===== src/rtl/req_ack_initiator.sv =====
// Requester side of a 4-phase req/ack handshake with per-attempt timeout, bounded retry, and latency capture.
// Define REQ_ACK_INITIATOR_ASSERT_EN to compile in protocol assertions.
module req_ack_initiator #(
  parameter  int unsigned TIMEOUT   = 8,
  parameter  int unsigned MAX_RETRY = 3,
  parameter  int unsigned LAT_W     = 8,
  localparam int unsigned RW        = (MAX_RETRY == 0) ? 1 : $clog2(MAX_RETRY + 1),
  localparam int unsigned TW        = $clog2(TIMEOUT + 1)
) (
  input  logic             clk,
  input  logic             rst,
  input  logic             start,
  input  logic             ack,
  output logic             req,
  output logic             busy,
  output logic             done,
  output logic             err,
  output logic [RW-1:0]    retries,
  output logic [LAT_W-1:0] latency
);

  typedef enum logic [1:0] {S_IDLE, S_REQ, S_BACKOFF, S_RELEASE} state_e;

  localparam logic [TW-1:0] TMO     = TW'(TIMEOUT);
  localparam logic [RW-1:0] RMAX    = RW'(MAX_RETRY);
  localparam logic [TW-1:0] BO_MIN  = TW'(2);
  localparam logic [31:0]   LAT_MAX = (LAT_W >= 32) ? '1 : ((32'd1 << LAT_W) - 32'd1);

  state_e           state_q;
  logic             req_q, busy_q, done_q, err_q;
  logic [RW-1:0]    retries_q;
  logic [LAT_W-1:0] latency_q;
  logic [TW-1:0]    timer_q, ackcnt_q;
  logic [TW-1:0]    timer_inc, ackcnt_inc;
  logic [LAT_W-1:0] lat_sat;

  always_comb begin
    timer_inc  = timer_q + 1'b1;
    ackcnt_inc = ackcnt_q + 1'b1;
    lat_sat    = (32'(timer_inc) > LAT_MAX) ? '1 : LAT_W'(timer_inc);
  end

  always_ff @(posedge clk) begin
    if (rst) begin
      state_q   <= S_IDLE;
      req_q     <= 1'b0;
      busy_q    <= 1'b0;
      done_q    <= 1'b0;
      err_q     <= 1'b0;
      retries_q <= '0;
      latency_q <= '0;
      timer_q   <= '0;
      ackcnt_q  <= '0;
    end else begin
      done_q <= 1'b0;
      err_q  <= 1'b0;
      case (state_q)
        S_IDLE: begin
          if (start && !ack) begin
            retries_q <= '0;
            timer_q   <= '0;
            req_q     <= 1'b1;
            busy_q    <= 1'b1;
            state_q   <= S_REQ;
          end
        end
        S_REQ: begin
          // timer_inc is the 1-based count of req-high cycles so far
          timer_q <= timer_inc;
          if (ack) begin
            req_q     <= 1'b0;
            latency_q <= lat_sat;
            ackcnt_q  <= '0;
            state_q   <= S_RELEASE;
          end else if (timer_inc == TMO) begin
            req_q    <= 1'b0;
            timer_q  <= '0;
            ackcnt_q <= '0;
            if (retries_q == RMAX) begin
              err_q   <= 1'b1;
              busy_q  <= 1'b0;
              state_q <= S_IDLE;
            end else begin
              state_q <= S_BACKOFF;
            end
          end
        end
        S_BACKOFF: begin
          // elapsed-cycle timer saturates at the minimum backoff length
          if (timer_q < BO_MIN) timer_q <= timer_inc;
          if (ack) begin
            ackcnt_q <= ackcnt_inc;
            if (ackcnt_inc == TMO) begin
              err_q   <= 1'b1;
              busy_q  <= 1'b0;
              state_q <= S_IDLE;
            end
          end else begin
            ackcnt_q <= '0;
            if (timer_inc >= BO_MIN) begin
              retries_q <= retries_q + 1'b1;
              timer_q   <= '0;
              req_q     <= 1'b1;
              state_q   <= S_REQ;
            end
          end
        end
        S_RELEASE: begin
          if (!ack) begin
            done_q  <= 1'b1;
            busy_q  <= 1'b0;
            state_q <= S_IDLE;
          end else begin
            ackcnt_q <= ackcnt_inc;
            if (ackcnt_inc == TMO) begin
              err_q   <= 1'b1;
              busy_q  <= 1'b0;
              state_q <= S_IDLE;
            end
          end
        end
        default: state_q <= S_IDLE;
      endcase
    end
  end

  assign req     = req_q;
  assign busy    = busy_q;
  assign done    = done_q;
  assign err     = err_q;
  assign retries = retries_q;
  assign latency = latency_q;

`ifdef REQ_ACK_INITIATOR_ASSERT_EN
  a_req_rise_ack_low: assert property (@(posedge clk) disable iff (rst)
    $rose(req_q) |-> !$past(ack));
  a_req_hold: assert property (@(posedge clk) disable iff (rst)
    (req_q && !ack && (timer_inc < TMO)) |=> req_q);
  a_req_max_len: assert property (@(posedge clk) disable iff (rst)
    req_q |-> (timer_q < TMO));
  a_done_err_excl: assert property (@(posedge clk) disable iff (rst)
    !(done_q && err_q));
  a_done_pulse: assert property (@(posedge clk) disable iff (rst)
    done_q |=> !done_q);
  a_err_pulse: assert property (@(posedge clk) disable iff (rst)
    err_q |=> !err_q);
  a_idle_no_req: assert property (@(posedge clk) disable iff (rst)
    !busy_q |-> !req_q);
  a_retries_max: assert property (@(posedge clk) disable iff (rst)
    retries_q <= RMAX);
  a_rst_clears_req: assert property (@(posedge clk)
    rst |=> !req_q);
`endif

endmodule


===== config.mk =====
export PLATFORM = sky130hd
export DESIGN_NAME = req_ack_initiator
export DESIGN_NICKNAME = d
export VERILOG_FILES = /design/src/rtl/req_ack_initiator.sv
export SDC_FILE = /design/constraint.sdc
export NUM_CORES = 1
export LEC_CHECK = 0
export CORE_UTILIZATION = 50
export CTS_BUF_LIST = sky130_fd_sc_hd__clkbuf_4 sky130_fd_sc_hd__clkbuf_8 sky130_fd_sc_hd__clkbuf_16
export DETAILED_ROUTE_END_ITERATION = 10
export GPL_TIMING_DRIVEN = 0
export PLACE_DENSITY = 0.85
export RECOVER_POWER = 50
export SLEW_MARGIN = 0
export SYNTH_ARGS = -nofsm -noshare
export SYNTH_HDL_FRONTEND = slang
export SYNTH_SLANG_ARGS = --single-unit

===== constraint.sdc =====
create_clock -name clk -period 4.1 [get_ports clk]
set_input_delay 0.41 -clock clk [delete_from_list [all_inputs] [get_ports clk]]
set_output_delay 0.41 -clock clk [all_outputs]
set_load 0.05 [all_outputs]

# Yosys cells after proc, flatten, opt, wreduce, memory -nomap -nowiden
# Index checks and enable logic that the tools add are counted.
# Widths: inputs -> output; s select.
# classes
bitwise	1
shift	0
eq_ne	16
mul	0
n_addsub	3
n_reduce_logical	15
n_lt_le_gt_ge	2
mux	45
div	0
# ops
operator	n
$mux 4	10
$pmux 4 s3	2
$mux 2	11
$mux 1	17
$ne 2x2->1 const B	8
$reduce_and 5->1	2
$add 4x1->4 const B	2
$eq 4x4->1 const B	2
$pmux 2 s4	1
$eq 2x2->1 const B	3
$ne 3x3->1 const B	2
$reduce_and 3->1	2
$reduce_bool 3->1	2
$ge 4x2->1 const B	1
$lt 4x2->1 const B	1
$pmux 1 s4	1
$pmux 2 s2	1
$reduce_and 2->1	2
$reduce_and 4->1	1
$reduce_or 2->1	2
$pmux 1 s3	1
$add 2x1->2 const B	1
$eq 2x1->1 const B	1
$logic_not 2->1	1
5 further kinds	5
# word_totals
mem_count	0
out_inout_bits	14
elab_cells	91
ff_bits	20
latch_bits	0
mem_bits_ro	0
ramBits	0
in_bits	4

# Longest topological paths before layout
# logic_depth
word_depth	5
depth_mapped	8
mapped_depth_nobuf	7

# Worst setup path before layout
# No wires, ideal clock.
# synth_timing
path_kind	register to register
startpoint	register state_q[0]
endpoint	register state_q[1]
stages_incl_launch_ff	9
required_time_ns	4.012
setup_ns	0.088
arrival_time_ns	1.750
n_path_buf	1
setup_slack_ns	2.262
period_less_slack_ns	1.838
path_cell_list	dfxtp_1 > inv_1 > ha_1 > clkbuf_1 > nand2_1 > or4_4 > o221ai_4 > nor2_1 > o32ai_2
# synth_via
elab_chain_cells	3
word_cells_on_any_way	9
cone_classes	eq/ne (6); mux (1); reduce/logical (2)
# synth_lines
element	line_no	text
start: declaration	29	state_e state_q;
start signal: assignment	45	state_q <= S_IDLE;
start signal: assignment	64	state_q <= S_REQ;
start signal: assignment	74	state_q <= S_RELEASE;
$eq 2x2->1, or another cell as far along	57	case (state_q)
$ne 3x3->1 (no source line) / $ne 2x2->1 (equally long branches)	n/a	
$reduce_and 3->1 (no source line)	n/a	
# Parallel ways exist; a longest one is shown, timed or not.
# A chain may end at the register's enable or synchronous reset.

# Worst setup path in the final report
# layout_timing
startpoint	register state_q[0]
endpoint	register timer_q[0]
# layout_via
elab_chain_cells	3
word_cells_on_any_way	7
cone_classes	eq/ne (3); mux (1); reduce/logical (3)
# layout_lines
element	line_no	text
$eq 2x2->1, or another cell as far along	57	
$reduce_bool 3->1 (no source line) / $ne 2x2->1 (equally long branches)	n/a	
$reduce_and 2->1 (no source line)	n/a	
end signal: assignment	69	timer_q <= timer_inc;
end signal: assignment	90	if (timer_q < BO_MIN) timer_q <= timer_inc;
end: declaration	33	logic [TW-1:0] timer_q, ackcnt_q;
# Parallel ways exist; a longest one is shown, timed or not.

==> summary.md <==
| Metric | Value |
|---|---|
| Die X-Extent | `55.3 um` |
| Final Util | `0.619` |
| Crit end category | `flip-flop` |
| Startpoint types | `flip-flop` |
| Fin crit share | `0.525` |
| Mapped cell area | `1420 um^2` |
| Status | `complete, no violations` |
| Routability cong. | `0.936` |
| Num Clock Sinks | `20` |
| Total CTS buffers | `3` |
| Core Footprint | `2590 um^2` |
| CP max stage delay | `0.43 ns` |
| Hold wc startpoint | `req` |
| Setup TNS Final | `0 ns` |
| Die Height | `55.3 um` |
| Final setup fails | `0` |
| DR WL/cell | `14.4 um` |
| WP data required | `4.34 ns` |
| DIE AREA | `3060 um^2` |
| Critical path arrival | `2.39 ns` |
| Post-synth EDFFs | `0` |
| R2r startpoint | `state_q[0]` |
| Area contributors post-synth | `dfxtp_1, ha_1, a21oi_1, nor2_1, o21ai_0` |
| Total track usage | `0.223` |
| Clk_skew | `0.0144 ns` |
| Vias in the first global route | `1265` |
| Crit path max fanout | `10` |
| Leak | `0.651 nW` |
| Post-CTS resize count | `0` |
| Largest delay share family, worst path | `compound AO/OA/AOI/OAI gates` |
| Clk_lat worst skew | `0.31 ns` |
| Max Root-Sink Buffers | `2` |
| Nets | `203` |
| Dpl cells | `215` |
| GR Overflow Total | `0` |
| Via total after detailed routing | `1303` |
| WL final | `3.14 mm` |
| DP HPWL | `2.36 mm` |
| Share of layout cells above drive strength 1 | `0.117` |
| Initial cell density of the core | `0.549` |
| Largest area contributor in the netlist | `dfxtp_1` |
| Worst slew margin | `0.633` |
| Post-synthesis average cell area | `8.31 um^2` |
| Root Buffer Master | `clkbuf_4` |
| Vias per cell | `5.98` |
| Async SR Flop Fraction | `0` |
| CTS Hold Buffers Added | `0` |
| Drt pass-1 iters | `4` |
| I/O pins | `18` |
| CTS tree | `built` |
| RSZ-0062 raised after global routing | `false` |
| FMAX | `464 MHz` |
| Final Hold Fails | `0` |
| Fin cells | `218` |
| Critical path's slowest cell | `or3_1` |
| Crit path kind | `reg2reg` |
| CP Buf/Inv Count | `2` |
| DRC | `0` |
| Synth Flop Type | `dfxtp_1` |
| Port bufs | `11` |
| Mapped Cells | `171` |
| Antenna viol nets, final | `0` |
| Synth unique cells | `48` |
| Final max-slew violation count | `0` |
| Post-synth top area share | `0.282` |
| P&R area growth vs syn | `12.8%` |
| Diodes inserted | `0` |
| Pin count of the biggest net entering global routing | `11` |
| Worst Hold Class | `reg2reg` |
| Max VDD drop | `0.231 mV` |
| Critical path launch point | `state_q[0]` |
| First-pass GRT wire length | `5.55 mm` |
| # Post-CTS Setup Buffers | `0` |
| Sequential share of the synthesized area | `0.282` |
| Worst-path cell chain | `inv_1, ha_1, clkbuf_1, nand2_1, or3_1, o21ai_2, a311oi_1, a21oi_1` |
| #FFs+latches synth | `20` |
| Clock transition at path regs | `0.12 ns` |
| H-tree levels | `1` |
| Final min period | `2.15 ns` |
| Yosys warns | `0` |
| Worst-margin pin slew | `0.550 ns` |
| Row cnt | `18` |
| Drt first-iter violations | `81` |
| Pwr dens | `319 nW/um^2` |
| Max-capacitance violation count | `0` |
| Initial antenna violation count | `0` |
[flip-flops by register name, summed over array words and instances, names as in the netlist]
register	count
ackcnt_q	4
busy	1
done	1
err	1
latency	4
req	1
retries	2
state_q	2
timer_q	4
[synth_stat cells, types with 2 or more instances]
cell	n
and2_1	3
nand2_1	10
dfxtp_1	20
ha_1	9
buf_4	5
clkbuf_1	5
o31ai_1	2
a21bo_2	2
nand3_1	3
a22o_1	2
nor2b_1	2
a21o_1	3
inv_1	5
a311oi_1	2
nor2_1	21
a31oi_1	4
a211oi_1	2
a21oi_1	17
o211a_1	2
or3_1	2
a21boi_0	2
nand2b_1	6
nand3b_1	3
nor3b_1	2
o21ai_0	9
nor3_1	5
o21ai_2	2
[area by class of cell]
| class | instances | area [um^2] |
|---|---|---|
| Fill cell | 235 | 987 |
| Timing Repair Buffer | 11 | 110 |
| Buffer | 13 | 76.3 |
| Multi-Input combinational cell | 136 | 937 |
| Inverter | 5 | 18.8 |
| Clock buffer | 3 | 22.5 |
| Sequential cell | 20 | 400 |
| Tap cell | 30 | 37.5 |
[worst min-delay path: cells and delay by family, from the launching register on]
| family | cells | cell delay, ns |
|---|---|---|
| AO/OA/AOI/OAI | 2 | 0.12 |
| flip-flops | 1 | 0.33 |
[kinds of logic (layout without fill, tap and decap cells)]
logic type      Yosys count  after routing  synth area share
simple gates             62             62             0.228
compound gates           58             58             0.304
flops                    20             20             0.282
buf+inv                  18             32            0.0669
fa+ha+maj                 9              9            0.0792
xor+xnor                  2              2            0.0308
other cells               1              4           0.00264
mux                       1              1           0.00704
[stage by stage]
step | hold WS [ns] | worst slack [ns] | power, mW | cell area, um^2
6_report | 0.488 | 1.95 | 0.512 | 1600
3_5_place_dp | 0.473 | 1.97 | 0.421 | 1580
3_3_place_gp | 0.461 | 2.07 | 0.416 | 1580
4_1_cts | 0.497 | 1.94 | 0.514 | 1600
5_1_grt | 0.530 | 1.76 | 0.540 | 1600
2_1_floorplan | 0.461 | 2.26 | 0.374 | 1430
[cells in the final DEF, fill, tap and decap left out, drive strengths merged, types with 2 or more instances in the layout]
| cell | instances |
|---|---|
| a31oi | 4 |
| dlygate4sd3 | 8 |
| a21oi | 17 |
| a2111oi | 2 |
| conb | 4 |
| or3 | 2 |
| nor2b | 2 |
| a311oi | 2 |
| a21bo | 2 |
| buf | 8 |
| nand3b | 3 |
| and2 | 3 |
| a21o | 3 |
| a21boi | 2 |
| o31ai | 2 |
| ha | 9 |
| clkbuf | 8 |
| a22o | 2 |
| dfxtp | 20 |
| o211a | 2 |
| clkdlybuf4s50 | 3 |
| nand3 | 3 |
| o21ai | 11 |
| nor2 | 21 |
| inv | 5 |
| nand2 | 10 |
| a211oi | 2 |
| nor3 | 5 |
| nand2b | 7 |
| nor3b | 2 |
[layer usage]
layer | wire length, um | track usage
met2 | 1430 | 0.360
met3 | 265 | 0.0328
met4 | 46 | 0.100
met5 | 0 | 0
met1 | 1400 | 0.294
[where the power goes]
group / switching, mW / internal (mW)
sequential: 0.0159 / 0.209
clock: 0.0613 / 0.0344
combinational: 0.125 / 0.0662
total: 0.202 / 0.310
[path summary, 6_finish.rpt]
kind	endpoint	slack, ns	depth (start not counted)
max	timer_q[0]	1.95	8
min	req	0.49	2
min reg2reg	req	0.49	2
max reg2reg	timer_q[0]	1.95	8
Power figures use the tool's default switching activity.
==> RTL edit 1, RTL diff (same settings) <==
Register the output `err` once more, cleared by the reset; this adds one clock of latency there. The other outputs are not delayed to match.
--- a/src/rtl/req_ack_initiator.sv
+++ b/src/rtl/req_ack_initiator.sv
@@ -127,7 +127,13 @@
   assign req     = req_q;
   assign busy    = busy_q;
   assign done    = done_q;
-  assign err     = err_q;
+  always_ff @(posedge clk) begin
+    if (rst) begin
+      err <= '0;
+    end else begin
+      err <= err_q;
+    end
+  end
   assign retries = retries_q;
   assign latency = latency_q;
 
Function: no difference found for any inputs over 10 cycles, from zero or initial values and one cycle with rst high; that may be too few to reach the edited logic, so the function may still have changed.
==> RTL edit 1 against the unedited design <==
Clock skew down 0.0063 ns; area after synthesis fell by 3.1%; sequential power rose by 6%; wire length down 0.99%; critical path depth stayed put; setup slack got worse by 0.020 ns; final cell count shrank 0.46%; combinational power rose by 8%; sequential cell count grew 1; cell area shrank 1.1%; utilization grew 0.41 points; sequential share of layout area is 1.5 points higher; via count up 0.69%; total power rose by 8.0%; highest routed layer unchanged.
==> RTL edit 1: results (changes against the unedited design) <==
STA
  • Worst Clk Skew: 0.008135 ns (-0.006271 ns)
  • Period Utilization, post-route: 53.03% (+0.48 points)

Synth
  • Adder-cell share of the synthesized area: 8.174% (+0.25 points)
  • Yosys cell types: 52 (+8.3%)
  • Mean post-synth cell area: 8.249 um^2 (-0.76%)
  • Top area cells in the synthesized netlist: dfxtp_1 (31%), ha_1 (8.2%), a21oi_1 (5.1%)
  • Synth Area in Compound Gates: 26.43% (-3.9 points)
  • Synth cell count leaders: dfxtp_1 (21), nor2_1 (16), a21oi_1 (14)

GRT
  • Vias in the first global route: 1109 (-12%)
  • Largest net degree at the start of global routing: 12 (+1)
  • First-pass GRT wire length: 4899 um (-12%)
  • GRT met1 Usage: 30.65% (+1.3 points)
  • Met2 usage: 36.38% (+0.41 points)

Route
  • Avg Vias per Cell: 6.046 (+1.2%)
  • Wirelength, routed: 3112 um (-0.99%)
  • Vias: 1312 (+0.69%)

Placed design
  • Post-DP HPWL: 2337 um (-1.2%)
  • Buffers on Ports: 13 (+2)
  • Final Wtd Congestion: 0.9083 (-3.0%)

Cells and area
  • FF+latch count: 21 (+5.0%)
  • Layout cells sized above 1: 11.23% (-0.47 points)
  • Clock Buffer Count: 4 (+1)
  • Multi-In Gates: 126 (-7.4%)
  • Design area: 0.001585 mm^2 (-1.1%)
  • Nonclk buf count: 28 (+17%)

Worst setup path
  • FF-to-FF setup slack: 1.93 ns (-0.02 ns)
  • Critical path origin: timer_q[1]$_SDFFE_PP0P_

Power
  • Clk power: 108 uW (+13%)
  • Worst VDD drop: 0.2135 mV (-7.5%)
  • Leakage: 0.0006521 uW (+0.22%)

Outcome
  • Run status: complete, no violations

Die
  • Die W: 54.49 um (-1.5%)
## RTL edit 1: worst max-delay path: stages (launching register included)
cell	delay, ns
dfxtp_1	0.35
buf_2	0.21
inv_1	0.06
ha_1	0.34
nor2b_1	0.23
nand3_1	0.17
o21ai_1	0.41
nand4b_1	0.15
a32oi_1	0.20
## RTL edit 1: worst min path at each step
stage / start / endpoint / slack (ns)
final: err_q$_SDFF_PP0_ / err$_SDFF_PP0_ / 0.46
after global routing: err_q$_SDFF_PP0_ / err$_SDFF_PP0_ / 0.48
after CTS: err_q$_SDFF_PP0_ / err$_SDFF_PP0_ / 0.47
after detailed placement: err_q$_SDFF_PP0_ / err$_SDFF_PP0_ / 0.45
after global placement: err_q$_SDFF_PP0_ / err$_SDFF_PP0_ / 0.42
after floorplan: err_q$_SDFF_PP0_ / err$_SDFF_PP0_ / 0.41
==> RTL edit 2, RTL diff (config.mk and constraints unchanged) <==
Without the edit above. Change the parameter `MAX_RETRY` from 3 to 2.
--- a/src/rtl/req_ack_initiator.sv
+++ b/src/rtl/req_ack_initiator.sv
@@ -2,7 +2,7 @@
 // Define REQ_ACK_INITIATOR_ASSERT_EN to compile in protocol assertions.
 module req_ack_initiator #(
   parameter  int unsigned TIMEOUT   = 8,
-  parameter  int unsigned MAX_RETRY = 3,
+  parameter  int unsigned MAX_RETRY = 2,
   parameter  int unsigned LAT_W     = 8,
   localparam int unsigned RW        = (MAX_RETRY == 0) ? 1 : $clog2(MAX_RETRY + 1),
   localparam int unsigned TW        = $clog2(TIMEOUT + 1)
Check against the original RTL: same outputs for any inputs over 10 cycles, from zero or initial values and one cycle with rst high; that may be too few to reach the edited logic, so the function may still have changed.
==> RTL edit 2 against the unedited design <==
Fmax down 4.2%; utilization about the same; setup slack worse by 0.095 ns; total power down 0.89%; non-clock buffer count up 2; wire length up 2.4%; synthesized cell count down 1.8%; cell area down 4.4%; global-route usage up 2.7 points; sequential cell count unchanged; sequential power down 4%; area after synthesis down 7.3%; hold slack worse by 0.017 ns; critical path type unchanged; critical endpoint is now retries[1]$_SDFFE_PP0P_.
==> RTL edit 2: results (changes against the unedited design) <==
GRT
  • GRT met1 Usage: 29.76% (+0.39 points)
  • Vias in the first global route: 1196 (-5.5%)
  • Met2 usage: 42.08% (+6.1 points)
  • Largest net degree at the start of global routing: 12 (+1)
  • Initial antenna violation count: 0 (unchanged)
  • All-Layer GR Usage: 24.94% (+2.7 points)

Cells and area
  • Non-filler cells in the finished layout: 218 (unchanged)
  • Layout cells sized above 1: 7.979% (-3.7 points)
  • Final nets: 202 (-0.49%)

Placed design
  • Post-DP HPWL: 2366 um (about the same)
  • Placed Cells: 214 (-0.47%)
  • Buffers on Ports: 13 (+2)
  • Pre-CTS WS: 1.813 ns (-0.1602 ns)
  • Final Wtd Congestion: 0.9356 (about the same)
  • Placed cell area: 0.001496 mm^2 (-5.3%)

Power
  • Worst VDD drop: 0.2610 mV (+13%)
  • Leakage: 0.0006209 uW (-4.6%)

Worst setup path
  • Slowest cell on crit path: dfxtp_1
  • FF-to-FF setup slack: 1.85 ns (-0.09 ns)
  • Critical path origin: timer_q[0]$_SDFFE_PP0P_
  • Terminus of the critical flop-to-flop path: retries[1]$_SDFFE_PP0P_
  • Worst path max stage delay: 0.54 ns (+0.11 ns)
  • Delay-heaviest family, CP: flip-flops
  • Worst R2R Path Depth: 6 (-2)

Route
  • Drt first-iter violations: 33 (-59%)
  • DRT Pass-1 Iters: 5 (+1)
  • Avg Vias per Cell: 6.000 (+0.38%)
  • Drt wl/cell: 14.76 um (+2.4%)

STA
  • Least-Margin Pin Slew: 0.5255 ns (-0.02427 ns)
  • Worst Clk Skew: 0.002445 ns (-0.01196 ns)
  • Hold WS: 0.4713 ns (-0.01679 ns)

Synth
  • Yosys cell types: 47 (-2.1%)
  • Mean post-synth cell area: 7.842 um^2 (-5.7%)
  • Sequential area share after synthesis: 30.39% (+2.2 points)

Min path
  • Hold wc startpoint: busy$_SDFFE_PP0P_

Outcome
  • Run status: complete, no violations

Clock tree
  • Post-CTS Resized: 0 (unchanged)
[RTL edit 2: worst reg2reg max path, delay by kind of cell, from the launching register on]
kind	cells	cell delay, ns
AOI/OAI and AO/OA	2	0.50
xor gates and xnor gates	1	0.32
DFF	1	0.54
and+or+nand+nor	2	0.52
adders and majority gates	1	0.31
[RTL edit 2: cells by family after synthesis]
logic type / Yosys count / share of synthesized area [%]
other: 1 / 0.2846
adder cells (fa/ha/maj): 9 / 8.547
AND/OR/NAND/NOR: 61 / 24.03
AO/OA/AOI/OAI: 53 / 26.59
XOR/XNOR: 3 / 1.995
flip-flops: 20 / 30.39
buffers and inverters: 20 / 7.407
multiplexers: 1 / 0.7598
[RTL edit 2: area by class of cell]
cell class                      count  area (um^2)
Fill cell                         215        944.7
Inverter                            7        26.28
Buffer                             13        71.32
Sequential cell                    20        400.4
Clock buffer                        4        36.28
Timing Repair Buffer               13        130.1
Multi-Input combinational cell    131        830.8
Tap cell                           30        37.54
[RTL edit 2: worst max-delay path by stage]
stage | end | slack (ns) | cells past startpoint
after floorplan | retries[1]$_SDFFE_PP0P_ | 2.17 | 6
after global placement | ackcnt_q[1]$_SDFFE_PP0P_ | 1.83 | 6
after detailed placement | ackcnt_q[1]$_SDFFE_PP0P_ | 1.81 | 6
after CTS | retries[1]$_SDFFE_PP0P_ | 1.88 | 6
after global routing | retries[1]$_SDFFE_PP0P_ | 1.75 | 6
final | retries[1]$_SDFFE_PP0P_ | 1.85 | 6
[RTL edit 2: layer usage]
metal,wire length [um],up-vias
met2,1541,51
met5,0,-
li1,-,643
met4,80,0
met1,1374,604
met3,220,10
[RTL edit 2: where the power goes]
group | switching [uW] | internal, uW | total (uW)
Combinational | 113 | 61.5 | 175
Sequential | 8.51 | 206 | 215
Clock | 63.7 | 54.1 | 118
